<file path="src/rtl/pipe_hazard_ctrl_pkg.sv">
// Shared types for the hazard/redirect controller: FSM states, redirect sources, priority order.
// Purely declarative; no latency or backpressure of its own.
package hazard_pkg;

  typedef enum logic [1:0] {
    ST_RUN,
    ST_WAIT_MEM,
    ST_IFENCE_WAIT,
    ST_HALTED
  } hazard_state_t;

  typedef enum logic [2:0] {
    SRC_NONE,
    SRC_INTR,
    SRC_EXC,
    SRC_RET,
    SRC_BRJ,
    SRC_CSR,
    SRC_IFENCE
  } redir_src_t;

  // Lower index wins.
  localparam int PRIO_INTR   = 0;
  localparam int PRIO_EXC    = 1;
  localparam int PRIO_RET    = 2;
  localparam int PRIO_BRJ    = 3;
  localparam int PRIO_CSR    = 4;
  localparam int PRIO_IFENCE = 5;
  localparam int N_REDIR     = 6;

  function automatic logic is_trap(redir_src_t s);
    return (s == SRC_INTR) || (s == SRC_EXC);
  endfunction

endpackage

</file>
<file path="src/rtl/pipe_hazard_ctrl_if.sv">
// Pipeline <-> hazard controller signal bundle; master = controller, slave = pipeline side.
// Counter signals exist only with HAZARD_PERF_COUNTERS_EN.
interface pipe_hazard_ctrl_if #(
  parameter int NUM_STAGES = 5
`ifdef HAZARD_PERF_COUNTERS_EN
  , parameter int CNT_W = 32
`endif
);
  logic                  i_mem_busy, d_mem_busy, dren, dwen;
  logic                  load_ex;
  logic [4:0]            rd_ex, rs1_id, rs2_id;
  logic                  mispredict, jump;
  logic [31:0]           brj_addr;
  logic                  csr_flush_req;
  logic [31:0]           csr_pc;
  logic                  ifence;
  logic [31:0]           ifence_pc;
  logic                  dflushed, iflushed;
  logic                  exception, ret, intr;
  logic [31:0]           priv_pc;
  logic                  halt;
  logic                  pc_en;
  logic [NUM_STAGES-1:0] stall;
  logic [NUM_STAGES-1:0] flush;
  logic                  npc_sel;
  logic [31:0]           redirect_pc;
  logic                  iren, dmem_access;
  logic                  intr_taken;
`ifdef HAZARD_PERF_COUNTERS_EN
  logic [CNT_W-1:0]      stall_cnt, flush_cnt;
`endif

  modport master (
    input  i_mem_busy, d_mem_busy, dren, dwen, load_ex, rd_ex, rs1_id, rs2_id,
           mispredict, jump, brj_addr, csr_flush_req, csr_pc, ifence, ifence_pc,
           dflushed, iflushed, exception, ret, intr, priv_pc, halt,
    output pc_en, stall, flush, npc_sel, redirect_pc, iren, dmem_access, intr_taken
`ifdef HAZARD_PERF_COUNTERS_EN
    , output stall_cnt, flush_cnt
`endif
  );

  modport slave (
    output i_mem_busy, d_mem_busy, dren, dwen, load_ex, rd_ex, rs1_id, rs2_id,
           mispredict, jump, brj_addr, csr_flush_req, csr_pc, ifence, ifence_pc,
           dflushed, iflushed, exception, ret, intr, priv_pc, halt,
    input  pc_en, stall, flush, npc_sel, redirect_pc, iren, dmem_access, intr_taken
`ifdef HAZARD_PERF_COUNTERS_EN
    , input stall_cnt, flush_cnt
`endif
  );

endinterface

</file>
<file path="src/rtl/pipe_hazard_ctrl_redirect_arb.sv">
// Fixed-priority redirect source/target select; purely combinational, zero latency.
// No backpressure: lower-priority requests are simply not selected.
module hazard_redirect_arb
  import hazard_pkg::*;
(
  input  logic       intr,
  input  logic       exception,
  input  logic       ret,
  input  logic       mispredict,
  input  logic       jump,
  input  logic       csr_flush_req,
  input  logic       ifence,
  input  logic [31:0] priv_pc,
  input  logic [31:0] brj_addr,
  input  logic [31:0] csr_pc,
  input  logic [31:0] ifence_pc,
  output redir_src_t src,
  output logic [31:0] target
);

  logic [N_REDIR-1:0] req;

  always_comb begin
    req              = '0;
    req[PRIO_INTR]   = intr;
    req[PRIO_EXC]    = exception;
    req[PRIO_RET]    = ret;
    req[PRIO_BRJ]    = mispredict | jump;
    req[PRIO_CSR]    = csr_flush_req;
    req[PRIO_IFENCE] = ifence;
  end

  always_comb begin
    src    = SRC_NONE;
    target = '0;
    if (req[PRIO_INTR]) begin
      src = SRC_INTR;   target = priv_pc;
    end else if (req[PRIO_EXC]) begin
      src = SRC_EXC;    target = priv_pc;
    end else if (req[PRIO_RET]) begin
      src = SRC_RET;    target = priv_pc;
    end else if (req[PRIO_BRJ]) begin
      src = SRC_BRJ;    target = brj_addr;
    end else if (req[PRIO_CSR]) begin
      src = SRC_CSR;    target = csr_pc;
    end else if (req[PRIO_IFENCE]) begin
      src = SRC_IFENCE; target = ifence_pc;
    end
  end

endmodule

</file>
<file path="src/rtl/pipe_hazard_ctrl.sv">
// Per-stage stall/flush + fetch redirect controller; outputs combinational, state on CLK.
// Defers redirects behind busy data accesses and holds for ifence flush; perf counters via HAZARD_PERF_COUNTERS_EN.
module pipe_hazard_ctrl
  import hazard_pkg::*;
#(
  parameter int NUM_STAGES = 5,
  parameter int ID_STAGE   = 1,
  parameter int MEM_STAGE  = 3
`ifdef HAZARD_PERF_COUNTERS_EN
  , parameter int CNT_W    = 32
`endif
) (
  input logic CLK,
  input logic RST,
  pipe_hazard_ctrl_if.master hz
);

  localparam logic [NUM_STAGES-1:0] ALL       = '1;
  localparam logic [NUM_STAGES-1:0] ONE       = {{(NUM_STAGES-1){1'b0}}, 1'b1};
  localparam logic [NUM_STAGES-1:0] TO_ID     = ALL >> (NUM_STAGES - 1 - ID_STAGE);
  localparam logic [NUM_STAGES-1:0] BELOW_ID  = ALL >> (NUM_STAGES - ID_STAGE);
  localparam logic [NUM_STAGES-1:0] TO_MEM    = ALL >> (NUM_STAGES - 1 - MEM_STAGE);
  localparam logic [NUM_STAGES-1:0] BELOW_MEM = ALL >> (NUM_STAGES - MEM_STAGE);
  localparam logic [NUM_STAGES-1:0] ID_BIT    = ONE << ID_STAGE;
  localparam logic [NUM_STAGES-1:0] EX_BIT    = ONE << (ID_STAGE + 1);
  localparam logic [NUM_STAGES-1:0] MEM_BIT   = ONE << MEM_STAGE;
  localparam logic [NUM_STAGES-1:0] POST_MEM  = ONE << (MEM_STAGE + 1);

  hazard_state_t state, state_nxt;
  redir_src_t    lat_src, lat_src_nxt, arb_src, eff_src, iss_src;
  logic [31:0]   lat_pc, lat_pc_nxt, arb_pc, eff_pc, iss_pc;
  logic          do_issue, load_use, dmem_stall, intr_ovr;
  logic [NUM_STAGES-1:0] hold_run, bub_run, stall_o, flush_o;
  logic          pc_en_o, npc_sel_o, iren_o, intr_taken_o;
  logic [31:0]   redirect_pc_o;

  hazard_redirect_arb u_arb (
    .intr(hz.intr), .exception(hz.exception), .ret(hz.ret),
    .mispredict(hz.mispredict), .jump(hz.jump), .csr_flush_req(hz.csr_flush_req),
    .ifence(hz.ifence), .priv_pc(hz.priv_pc), .brj_addr(hz.brj_addr),
    .csr_pc(hz.csr_pc), .ifence_pc(hz.ifence_pc), .src(arb_src), .target(arb_pc)
  );

  assign load_use   = hz.load_ex && (hz.rd_ex != 5'd0) &&
                      ((hz.rd_ex == hz.rs1_id) || (hz.rd_ex == hz.rs2_id));
  assign dmem_stall = hz.d_mem_busy && (hz.dren || hz.dwen);
  // A pending interrupt may displace a deferred non-trap redirect.
  assign intr_ovr   = hz.intr && !is_trap(lat_src);
  assign eff_src    = intr_ovr ? SRC_INTR : lat_src;
  assign eff_pc     = intr_ovr ? hz.priv_pc : lat_pc;

  function automatic logic [NUM_STAGES-1:0] redirect_mask(redir_src_t s);
    return is_trap(s) ? (BELOW_MEM | MEM_BIT) : BELOW_MEM;
  endfunction

  // Stage may not be bubbled while a deeper hazard is holding it.
  always_comb begin
    hold_run = '0;
    bub_run  = '0;
    if (load_use)      begin hold_run |= TO_ID;    bub_run |= EX_BIT;   end
    if (dmem_stall)    begin hold_run |= TO_MEM;   bub_run |= POST_MEM; end
    if (hz.i_mem_busy) begin hold_run |= BELOW_ID; bub_run |= ID_BIT;   end
  end

  always_comb begin
    state_nxt     = state;
    lat_src_nxt   = lat_src;
    lat_pc_nxt    = lat_pc;
    stall_o       = '0;
    flush_o       = '0;
    pc_en_o       = 1'b1;
    npc_sel_o     = 1'b0;
    redirect_pc_o = '0;
    iren_o        = 1'b1;
    intr_taken_o  = 1'b0;
    do_issue      = 1'b0;
    iss_src       = SRC_NONE;
    iss_pc        = '0;

    case (state)
      ST_RUN: begin
        if (arb_src != SRC_NONE) begin
          if (hz.d_mem_busy) begin
            stall_o     = ALL;
            pc_en_o     = 1'b0;
            lat_src_nxt = arb_src;
            lat_pc_nxt  = arb_pc;
            state_nxt   = ST_WAIT_MEM;
          end else begin
            do_issue = 1'b1;
            iss_src  = arb_src;
            iss_pc   = arb_pc;
          end
        end else if (hz.halt) begin
          stall_o   = ALL;
          pc_en_o   = 1'b0;
          state_nxt = ST_HALTED;
        end else begin
          stall_o = hold_run;
          flush_o = bub_run & ~hold_run;
          pc_en_o = ~hold_run[0];
        end
      end
      ST_WAIT_MEM: begin
        if (!hz.d_mem_busy) begin
          do_issue = 1'b1;
          iss_src  = eff_src;
          iss_pc   = eff_pc;
        end else begin
          stall_o     = ALL;
          pc_en_o     = 1'b0;
          lat_src_nxt = eff_src;
          lat_pc_nxt  = eff_pc;
        end
      end
      ST_IFENCE_WAIT: begin
        iren_o = 1'b0;
        if (hz.dflushed && hz.iflushed) begin
          npc_sel_o     = 1'b1;
          redirect_pc_o = lat_pc;
          flush_o       = BELOW_MEM;
          lat_src_nxt   = SRC_NONE;
          lat_pc_nxt    = '0;
          state_nxt     = ST_RUN;
        end else begin
          stall_o = TO_MEM;
          pc_en_o = 1'b0;
        end
      end
      ST_HALTED: begin
        stall_o = ALL;
        pc_en_o = 1'b0;
        iren_o  = 1'b0;
      end
      default: state_nxt = ST_RUN;
    endcase

    if (do_issue) begin
      flush_o = redirect_mask(iss_src);
      if (iss_src == SRC_IFENCE) begin
        // Younger stages are flushed now; the refetch waits for cache flush completion.
        pc_en_o     = 1'b0;
        lat_src_nxt = SRC_IFENCE;
        lat_pc_nxt  = iss_pc;
        state_nxt   = ST_IFENCE_WAIT;
      end else begin
        npc_sel_o     = 1'b1;
        redirect_pc_o = iss_pc;
        intr_taken_o  = (iss_src == SRC_INTR);
        lat_src_nxt   = SRC_NONE;
        lat_pc_nxt    = '0;
        state_nxt     = ST_RUN;
      end
    end

    if (RST) begin
      pc_en_o       = 1'b0;
      stall_o       = '0;
      flush_o       = ALL;
      npc_sel_o     = 1'b0;
      redirect_pc_o = '0;
      iren_o        = 1'b0;
      intr_taken_o  = 1'b0;
    end
  end

  always_ff @(posedge CLK) begin
    if (RST) begin
      state   <= ST_RUN;
      lat_src <= SRC_NONE;
      lat_pc  <= '0;
    end else begin
      state   <= state_nxt;
      lat_src <= lat_src_nxt;
      lat_pc  <= lat_pc_nxt;
    end
  end

  assign hz.pc_en       = pc_en_o;
  assign hz.stall       = stall_o;
  assign hz.flush       = flush_o;
  assign hz.npc_sel     = npc_sel_o;
  assign hz.redirect_pc = redirect_pc_o;
  assign hz.iren        = iren_o;
  assign hz.dmem_access = hz.dren | hz.dwen;
  assign hz.intr_taken  = intr_taken_o;

`ifdef HAZARD_PERF_COUNTERS_EN
  logic [CNT_W-1:0] stall_cnt_q, flush_cnt_q;

  always_ff @(posedge CLK) begin
    if (RST) begin
      stall_cnt_q <= '0;
      flush_cnt_q <= '0;
    end else begin
      if (stall_o[0] && (stall_cnt_q != '1)) stall_cnt_q <= stall_cnt_q + 1'b1;
      if ((|flush_o) && (flush_cnt_q != '1)) flush_cnt_q <= flush_cnt_q + 1'b1;
    end
  end

  assign hz.stall_cnt = stall_cnt_q;
  assign hz.flush_cnt = flush_cnt_q;
`endif

endmodule

</file>
<file path="src/flat_wrapper.sv">
// flat-port wrapper written by rule: the top's interface ports become plain ports
module pipe_hazard_ctrl_flat import hazard_pkg::*;
#(
  parameter int NUM_STAGES = 5,
  parameter int ID_STAGE   = 1,
  parameter int MEM_STAGE  = 3

)
  (CLK, RST, hz_i_mem_busy, hz_d_mem_busy, hz_dren, hz_dwen, hz_load_ex, hz_rd_ex, hz_rs1_id, hz_rs2_id, hz_mispredict, hz_jump, hz_brj_addr, hz_csr_flush_req, hz_csr_pc, hz_ifence, hz_ifence_pc, hz_dflushed, hz_iflushed, hz_exception, hz_ret, hz_intr, hz_priv_pc, hz_halt, hz_pc_en, hz_stall, hz_flush, hz_npc_sel, hz_redirect_pc, hz_iren, hz_dmem_access, hz_intr_taken);
  pipe_hazard_ctrl_if #(.NUM_STAGES(NUM_STAGES)) hz_i ();
  input logic CLK;
  input logic RST;
  input wire logic [$bits(hz_i.i_mem_busy)-1:0] hz_i_mem_busy;
  input wire logic [$bits(hz_i.d_mem_busy)-1:0] hz_d_mem_busy;
  input wire logic [$bits(hz_i.dren)-1:0] hz_dren;
  input wire logic [$bits(hz_i.dwen)-1:0] hz_dwen;
  input wire logic [$bits(hz_i.load_ex)-1:0] hz_load_ex;
  input wire logic [$bits(hz_i.rd_ex)-1:0] hz_rd_ex;
  input wire logic [$bits(hz_i.rs1_id)-1:0] hz_rs1_id;
  input wire logic [$bits(hz_i.rs2_id)-1:0] hz_rs2_id;
  input wire logic [$bits(hz_i.mispredict)-1:0] hz_mispredict;
  input wire logic [$bits(hz_i.jump)-1:0] hz_jump;
  input wire logic [$bits(hz_i.brj_addr)-1:0] hz_brj_addr;
  input wire logic [$bits(hz_i.csr_flush_req)-1:0] hz_csr_flush_req;
  input wire logic [$bits(hz_i.csr_pc)-1:0] hz_csr_pc;
  input wire logic [$bits(hz_i.ifence)-1:0] hz_ifence;
  input wire logic [$bits(hz_i.ifence_pc)-1:0] hz_ifence_pc;
  input wire logic [$bits(hz_i.dflushed)-1:0] hz_dflushed;
  input wire logic [$bits(hz_i.iflushed)-1:0] hz_iflushed;
  input wire logic [$bits(hz_i.exception)-1:0] hz_exception;
  input wire logic [$bits(hz_i.ret)-1:0] hz_ret;
  input wire logic [$bits(hz_i.intr)-1:0] hz_intr;
  input wire logic [$bits(hz_i.priv_pc)-1:0] hz_priv_pc;
  input wire logic [$bits(hz_i.halt)-1:0] hz_halt;
  output wire logic [$bits(hz_i.pc_en)-1:0] hz_pc_en;
  output wire logic [$bits(hz_i.stall)-1:0] hz_stall;
  output wire logic [$bits(hz_i.flush)-1:0] hz_flush;
  output wire logic [$bits(hz_i.npc_sel)-1:0] hz_npc_sel;
  output wire logic [$bits(hz_i.redirect_pc)-1:0] hz_redirect_pc;
  output wire logic [$bits(hz_i.iren)-1:0] hz_iren;
  output wire logic [$bits(hz_i.dmem_access)-1:0] hz_dmem_access;
  output wire logic [$bits(hz_i.intr_taken)-1:0] hz_intr_taken;
  assign hz_i.i_mem_busy = hz_i_mem_busy;
  assign hz_i.d_mem_busy = hz_d_mem_busy;
  assign hz_i.dren = hz_dren;
  assign hz_i.dwen = hz_dwen;
  assign hz_i.load_ex = hz_load_ex;
  assign hz_i.rd_ex = hz_rd_ex;
  assign hz_i.rs1_id = hz_rs1_id;
  assign hz_i.rs2_id = hz_rs2_id;
  assign hz_i.mispredict = hz_mispredict;
  assign hz_i.jump = hz_jump;
  assign hz_i.brj_addr = hz_brj_addr;
  assign hz_i.csr_flush_req = hz_csr_flush_req;
  assign hz_i.csr_pc = hz_csr_pc;
  assign hz_i.ifence = hz_ifence;
  assign hz_i.ifence_pc = hz_ifence_pc;
  assign hz_i.dflushed = hz_dflushed;
  assign hz_i.iflushed = hz_iflushed;
  assign hz_i.exception = hz_exception;
  assign hz_i.ret = hz_ret;
  assign hz_i.intr = hz_intr;
  assign hz_i.priv_pc = hz_priv_pc;
  assign hz_i.halt = hz_halt;
  assign hz_pc_en = hz_i.pc_en;
  assign hz_stall = hz_i.stall;
  assign hz_flush = hz_i.flush;
  assign hz_npc_sel = hz_i.npc_sel;
  assign hz_redirect_pc = hz_i.redirect_pc;
  assign hz_iren = hz_i.iren;
  assign hz_dmem_access = hz_i.dmem_access;
  assign hz_intr_taken = hz_i.intr_taken;
  pipe_hazard_ctrl #(.NUM_STAGES(NUM_STAGES), .ID_STAGE(ID_STAGE), .MEM_STAGE(MEM_STAGE)) u_core (.CLK(CLK), .RST(RST), .hz(hz_i));
endmodule
</file>
<file path="config.mk">
export PLATFORM = sky130hd
export DESIGN_NAME = pipe_hazard_ctrl_flat
export DESIGN_NICKNAME = d
export VERILOG_FILES = /design/src/rtl/pipe_hazard_ctrl_pkg.sv /design/src/rtl/pipe_hazard_ctrl_if.sv /design/src/rtl/pipe_hazard_ctrl_redirect_arb.sv /design/src/rtl/pipe_hazard_ctrl.sv /design/src/flat_wrapper.sv
export SDC_FILE = /design/constraint.sdc
export NUM_CORES = 1
export LEC_CHECK = 0
export ABC_CLOCK_PERIOD_IN_PS = 3550
export BUFFER_PORTS_ARGS = -buffer_cell sky130_fd_sc_hd__buf_4
export CORE_UTILIZATION = 40
export DETAILED_ROUTE_END_ITERATION = 12
export HOLD_SLACK_MARGIN = 0.05
export PLACE_DENSITY = 0.7
export SETUP_SLACK_MARGIN = 0.05
export SYNTH_ARGS = -nofsm -noshare
export SYNTH_HDL_FRONTEND = slang
export SYNTH_SLANG_ARGS = --single-unit
export TNS_END_PERCENT = 1
</file>
<file path="constraint.sdc">
create_clock -name CLK -period 3.55 [get_ports CLK]
set_input_delay 0.71 -clock CLK [delete_from_list [all_inputs] [get_ports CLK]]
set_output_delay 0.71 -clock CLK [all_outputs]
set_load 0.01 [all_outputs]
</file>
# Yosys cells after proc, flatten, opt, wreduce, memory -nomap -nowiden
# Cells that the tools add are included.
[classes]
eq_ne = 16
muxes = 86
n_bitwise = 5
reduce_logical = 18
[ops]
columns = ["operator", "n"]
rows = [
  ["32-bit two-way mux", 21],
  ["32-bit one-hot mux with 3 select lines", 1],
  ["32-bit one-hot mux with 2 select lines", 1],
  ["3-bit two-way mux", 18],
  ["5-bit two-way mux", 9],
  ["5-bit one-hot mux with 4 select lines", 1],
  ["1-bit two-way mux", 18],
  ["2-bit two-way mux", 8],
  ["4-bit two-way mux", 3],
  ["5-bit equality test", 2],
  ["5-bit one-hot mux with 2 select lines", 1],
  ["3-bit one-hot mux with 3 select lines", 1],
  ["3-bit by 1-bit equality test with 1-bit output, second input constant", 2],
  ["3-bit by 2-bit equality test with 1-bit output, second input constant", 2],
  ["3-bit by 1-bit inequality test with 1-bit output, second input constant", 2],
  ["3-bit by 2-bit inequality test with 1-bit output, second input constant", 2],
  ["3-bit one-hot mux with 2 select lines", 1],
  ["3-bit nonzero test", 2],
  ["5-bit bitwise AND", 1],
  ["1-bit logical AND", 5],
  ["4-bit NOT with 5-bit output", 1],
  ["5-bit AND reduction", 1],
  ["5-bit nonzero test", 1],
  ["2-bit equality test, second input constant", 2],
  ["15 further kinds", 19],
]
[totals]
ff_bits = 37
out_inout_bits = 47
elab_cells = 128

# Depth between registers and ports, before layout
[depth]
depth_word = 14
mapped_depth = 11

# Cells and area by module
# From an unflattened synthesis, not the netlist that was laid out.
[hier_totals]
cells_unflattened = 615
area_unflattened_um2 = 4565.6
[by_module_without_submodules]
columns = ["module", "instances", "cells_each", "area_per_inst_um2"]
rows = [
  ["pipe_hazard_ctrl", 1, 468, 3505.9],
  ["hazard_redirect_arb", 1, 147, 1059.8],
]

# Worst setup path after synthesis
# No wires, ideal clock.
[synth_timing]
kind = "input -> output"
start = "input hz_mispredict"
end = "output hz_redirect_pc[10]"
t_arrival_ns = 2.305
required_time_ns = 2.840
setup_slack_ns = 0.535
stages = 8
n_path_buf = 3
cell_sequence = "buf_4 -> nor2_4 -> a311oi_1 -> o32a_2 -> o31ai_2 -> buf_6 -> buf_6 -> mux2i_1"
[synth_between]
elab_chain_cells = 12
[synth_rtl]
columns = ["item", "line_no", "source"]
rows = [
  ["from (decl)", "flat_wrapper.sv:21", "input wire logic [$bits(hz_i.mispredict)-1:0] hz_mispredict;"],
  ["1-bit OR *", "pipe_hazard_ctrl_redirect_arb.sv:28", "req[PRIO_BRJ] = mispredict | jump;"],
  ["3-bit two-way mux", "pipe_hazard_ctrl_redirect_arb.sv:42", "end else if (req[PRIO_BRJ]) begin"],
  ["3-bit two-way mux", "pipe_hazard_ctrl_redirect_arb.sv:40", "end else if (req[PRIO_RET]) begin"],
  ["3-bit two-way mux", "pipe_hazard_ctrl_redirect_arb.sv:38", "end else if (req[PRIO_EXC]) begin"],
  ["3-bit two-way mux", "pipe_hazard_ctrl_redirect_arb.sv:36", "if (req[PRIO_INTR]) begin"],
  ["3-bit nonzero test / 3-bit two-way mux (equally long branches)", "pipe_hazard_ctrl.sv:82, pipe_hazard_ctrl.sv:83", ""],
  ["3-bit two-way mux", "pipe_hazard_ctrl.sv:82", "if (arb_src != SRC_NONE) begin"],
  ["3-bit one-hot mux with 2 select lines", "pipe_hazard_ctrl.sv:80", "case (state)"],
  ["3-bit equality test", "pipe_hazard_ctrl.sv:140", "if (iss_src == SRC_IFENCE) begin"],
  ["32-bit two-way mux", "pipe_hazard_ctrl.sv:140", ""],
  ["32-bit two-way mux *", "pipe_hazard_ctrl.sv:138", "if (do_issue) begin"],
  ["32-bit two-way mux *", "pipe_hazard_ctrl.sv:156", "if (RST) begin"],
  ["to (decl)", "flat_wrapper.sv:39", "output wire logic [$bits(hz_i.redirect_pc)-1:0] hz_redirect_pc;"],
]
# Every way passes the cells marked *; elsewhere a longest branch is shown, timed or not.

# Worst setup path in the final report
[layout_timing]
start = "register u_core.state[1]"
end = "output hz_redirect_pc[11]"
[layout_between]
elab_chain_cells = 6
[layout_rtl]
columns = ["item", "line_no", "source"]
rows = [
  ["from (decl)", "pipe_hazard_ctrl.sv:29", "hazard_state_t state, state_nxt;"],
  ["from (signal assigned)", "pipe_hazard_ctrl.sv:173", "state <= state_nxt;"],
  ["2-bit by 1-bit equality test with 1-bit output / 2-bit logical NOT (equally long branches)", "pipe_hazard_ctrl.sv:80", ""],
  ["3-bit one-hot mux with 2 select lines", "pipe_hazard_ctrl.sv:80", ""],
  ["3-bit equality test", "pipe_hazard_ctrl.sv:140", ""],
  ["32-bit two-way mux", "pipe_hazard_ctrl.sv:140", ""],
  ["32-bit two-way mux *", "pipe_hazard_ctrl.sv:138", ""],
  ["32-bit two-way mux *", "pipe_hazard_ctrl.sv:156", ""],
]
# Marks and branches as above.

==> flow_summary.ini <==
[route]
drt_iter0_drc = 577
vias = 7347
wl_met2_um = 11050
routed.top_layer = met4
wl_met3_um = 1751
ant_nets = 0
wirelength_um = 22810
dr.pass1.iters = 5
via_per_inst = 6.133
wl_met1_um = 9609
wl_per_cell_um = 19.04
drc = 0

[setup_path]
critical-path-max-stage-delay_ns = 0.37
cp.arrival_ns = 2.72
slowest_stage = dfxtp_1
crit_family = compound AO/OA/AOI/OAI gates
crit_type = flip-flop to primary output
worst-endpoint-required_ns = 2.84
cp_cell_sequence = inv_1 > ha_1 > a22o_1 > a31oi_1 > o32ai_2 > o31ai_4 > buf_12 > mux2i_1 > buf_4
cp_max_fo = 25
start_kind = flip-flop
crit_path_end_kind = primary output
path_buf_inv = 3

[layout]
final_nets = 1177
drive_gt1_frac = 0.3383
fillerInstances = 1431
fin_area_um2 = 8051
layout_common_cells = 233 x buf_4, 144 x nand2_1, 133 x a21oi_1, 45 x o21ba_2, 37 x dfxtp_1
mostFrequentLayoutCell = buf_4
areaGrowthSynthToFinish_pct = 31.03
num_antenna_cells = 0

[logic_synthesis]
ys_seq_area_frac = 0.1205
synth_ff_type = dfxtp_1
syn_area_um2 = 6145
syn_inst = 853
synth_warnings = 0
synth_nets = 1017
async_flop_share = 0
yosysUniqueCellTypes = 63
syn_avg_cell_area_um2 = 7.204
synth_enable_flop_cells = 0
ys_ff_latch = 37

[sta]
slew_viol_final = 0
slew_headroom = 0.1798
tightest_slew_ns = 1.221
fin_setup_tns_ns = 0
finalHoldWorstSlack_ns = 0.5106
grt_setup_unrepaired = true
hold_viol = 0
fin_crit_ns = 3.434
period_share = 0.9672
setup_viol = 0
max_freq_ghz = 0.2912
fin_skew_ns = 0.007157

[placed_design]
gp_congestion = 0.8773
post-dp-hpwl_um = 15790
portBuffers = 206
placed_cell_area_um2 = 7863

[power_and_ir_drop]
seq_power_share = 0.183
p_per_area_nw_per_um2 = 469.3
switchingPower_mw = 1.705
p_leak_nw = 3.390
power.total_mw = 3.778
combPwrFrac = 0.671
sw_frac_of_total = 0.4512
p_clk_frac = 0.146
ir_drop_mv = 0.3507
p_int_mw = 2.074

[clocking]
htreeDepth = 2
numCtsBuffers = 5
clockBufferDepth = 2
post_cts_buffers = 0
clockRootBuffer = clkbuf_16
cts_tree = yes
clock_latency_ns = 0.29
clkSlewWorstSetupHoldPaths_ns = 0.07
clock_sinks = 37

[grt]
antenna_found_initial = 0
first_global_vias = 7065
grtUsageTotal = 0.2779
grt_pass1_wl_um = 35760
grt-ovfl-total = 0
grt_max_degree = 51

[run_status]
status = completed

[floorplanning]
initial_core_util = 0.4165
coreArea_um2 = 14750
dieArea_um2 = 15860
dieWidth_um = 125.9
io_pins = 207
die_h_um = 125.9
fp-row-count = 44

[job]
maxCapViolCount = 0

[worst_hold_path]
hold_class = flip-flop to flip-flop
[registers in the layout (all words and copies together) (netlist names), named ones only]
register and count:
u_core.lat_pc 32, u_core.lat_src 3, u_core.state 1
[metrics by stage]
stage               instances  setup WS, ns    util
floorplan                 853        0.5355       -
detailed placement       1189        0.2648  0.5329
global placement         1189        0.2835  0.5329
global route             1198       0.03057  0.5457
finish                   1198        0.1164  0.5457
CTS                      1197       0.09072  0.5446
[tightest hold or removal path: stages, from the launching register on]
cell,delay (ns)
dfxtp_1,0.34
nand2_1,0.06
mux2i_1,0.06
[power by group through the flow]
stage	clock [mW]	sequential [mW]	combinational, mW
2_1_floorplan	0	0.635	1.75
3_3_place_gp	0	0.684	2.47
3_5_place_dp	0	0.689	2.48
4_1_cts	0.554	0.679	2.49
5_1_grt	0.576	0.707	2.72
6_report	0.552	0.691	2.53
[cell type report]
cell class	instances	area, µm²	share of cell area
Multi-Input combinational cell	726	5040	0.6260
Timing Repair Buffer	238	1849	0.2297
Sequential cell	37	740.7	0.09200
Tap cell	184	230.2	0.02859
Clock buffer	7	142.6	0.01772
Clock inverter	1	30.03	0.003730
Inverter	5	18.77	0.002331
[worst paths after layout]
| check | startpoint | to | cells past startpoint | slack [ns] |
|---|---|---|---|---|
| max | u_core.state[1]$_SDFFE_PP0P_ | hz_redirect_pc[11] | 9 | 0.12 |
| min | flip-flop | flip-flop | 2 | 0.51 |
| max reg2reg | u_core.state[1]$_SDFFE_PP0P_ | u_core.lat_pc[22]$_SDFFE_PP0P_ | 9 | 0.30 |
| min reg2reg | flip-flop | flip-flop | 2 | 0.51 |
[repair_timing]
action	4_1_cts	5_1_grt
resized for setup	0	0
hold buffers	0	0
endpoints found under the hold margin	0	0
setup endpoints to repair	0	10
[cell usage after synthesis, types with 18 or more instances]
cell type / count / area share
nand2_1: 144 / 0.088
a21oi_1: 134 / 0.11
clkbuf_1: 51 / 0.031
o21ba_2: 45 / 0.073
dfxtp_1: 37 / 0.12
nand2b_1: 37 / 0.038
o21ai_0: 35 / 0.029
mux2i_1: 33 / 0.054
a221o_1: 32 / 0.052
a22oi_1: 32 / 0.039
a311o_1: 32 / 0.052
mux2_2: 32 / 0.059
nand3b_1: 32 / 0.039
buf_2: 23 / 0.019
o21ba_1: 19 / 0.031
or2_1: 18 / 0.018
[layer usage]
metal | vias to the layer above | track usage
li1 | 3502 | -
met2 | 367 | 0.4917
met1 | 3436 | 0.3434
met5 | - | 0
met4 | 0 | 0.08717
met3 | 42 | 0.04376
[kinds of logic after synthesis]
kind of cell / share of synthesized area
AO/OA/AOI/OAI: 0.4294
XOR/XNOR: 0.01833
adder cells (fa/ha/maj): 0.008145
buffers and inverters: 0.06882
flip-flops: 0.1205
multiplexers: 0.1124
AND/OR/NAND/NOR: 0.2423
Note: power is estimated with default switching activity, not from simulation.
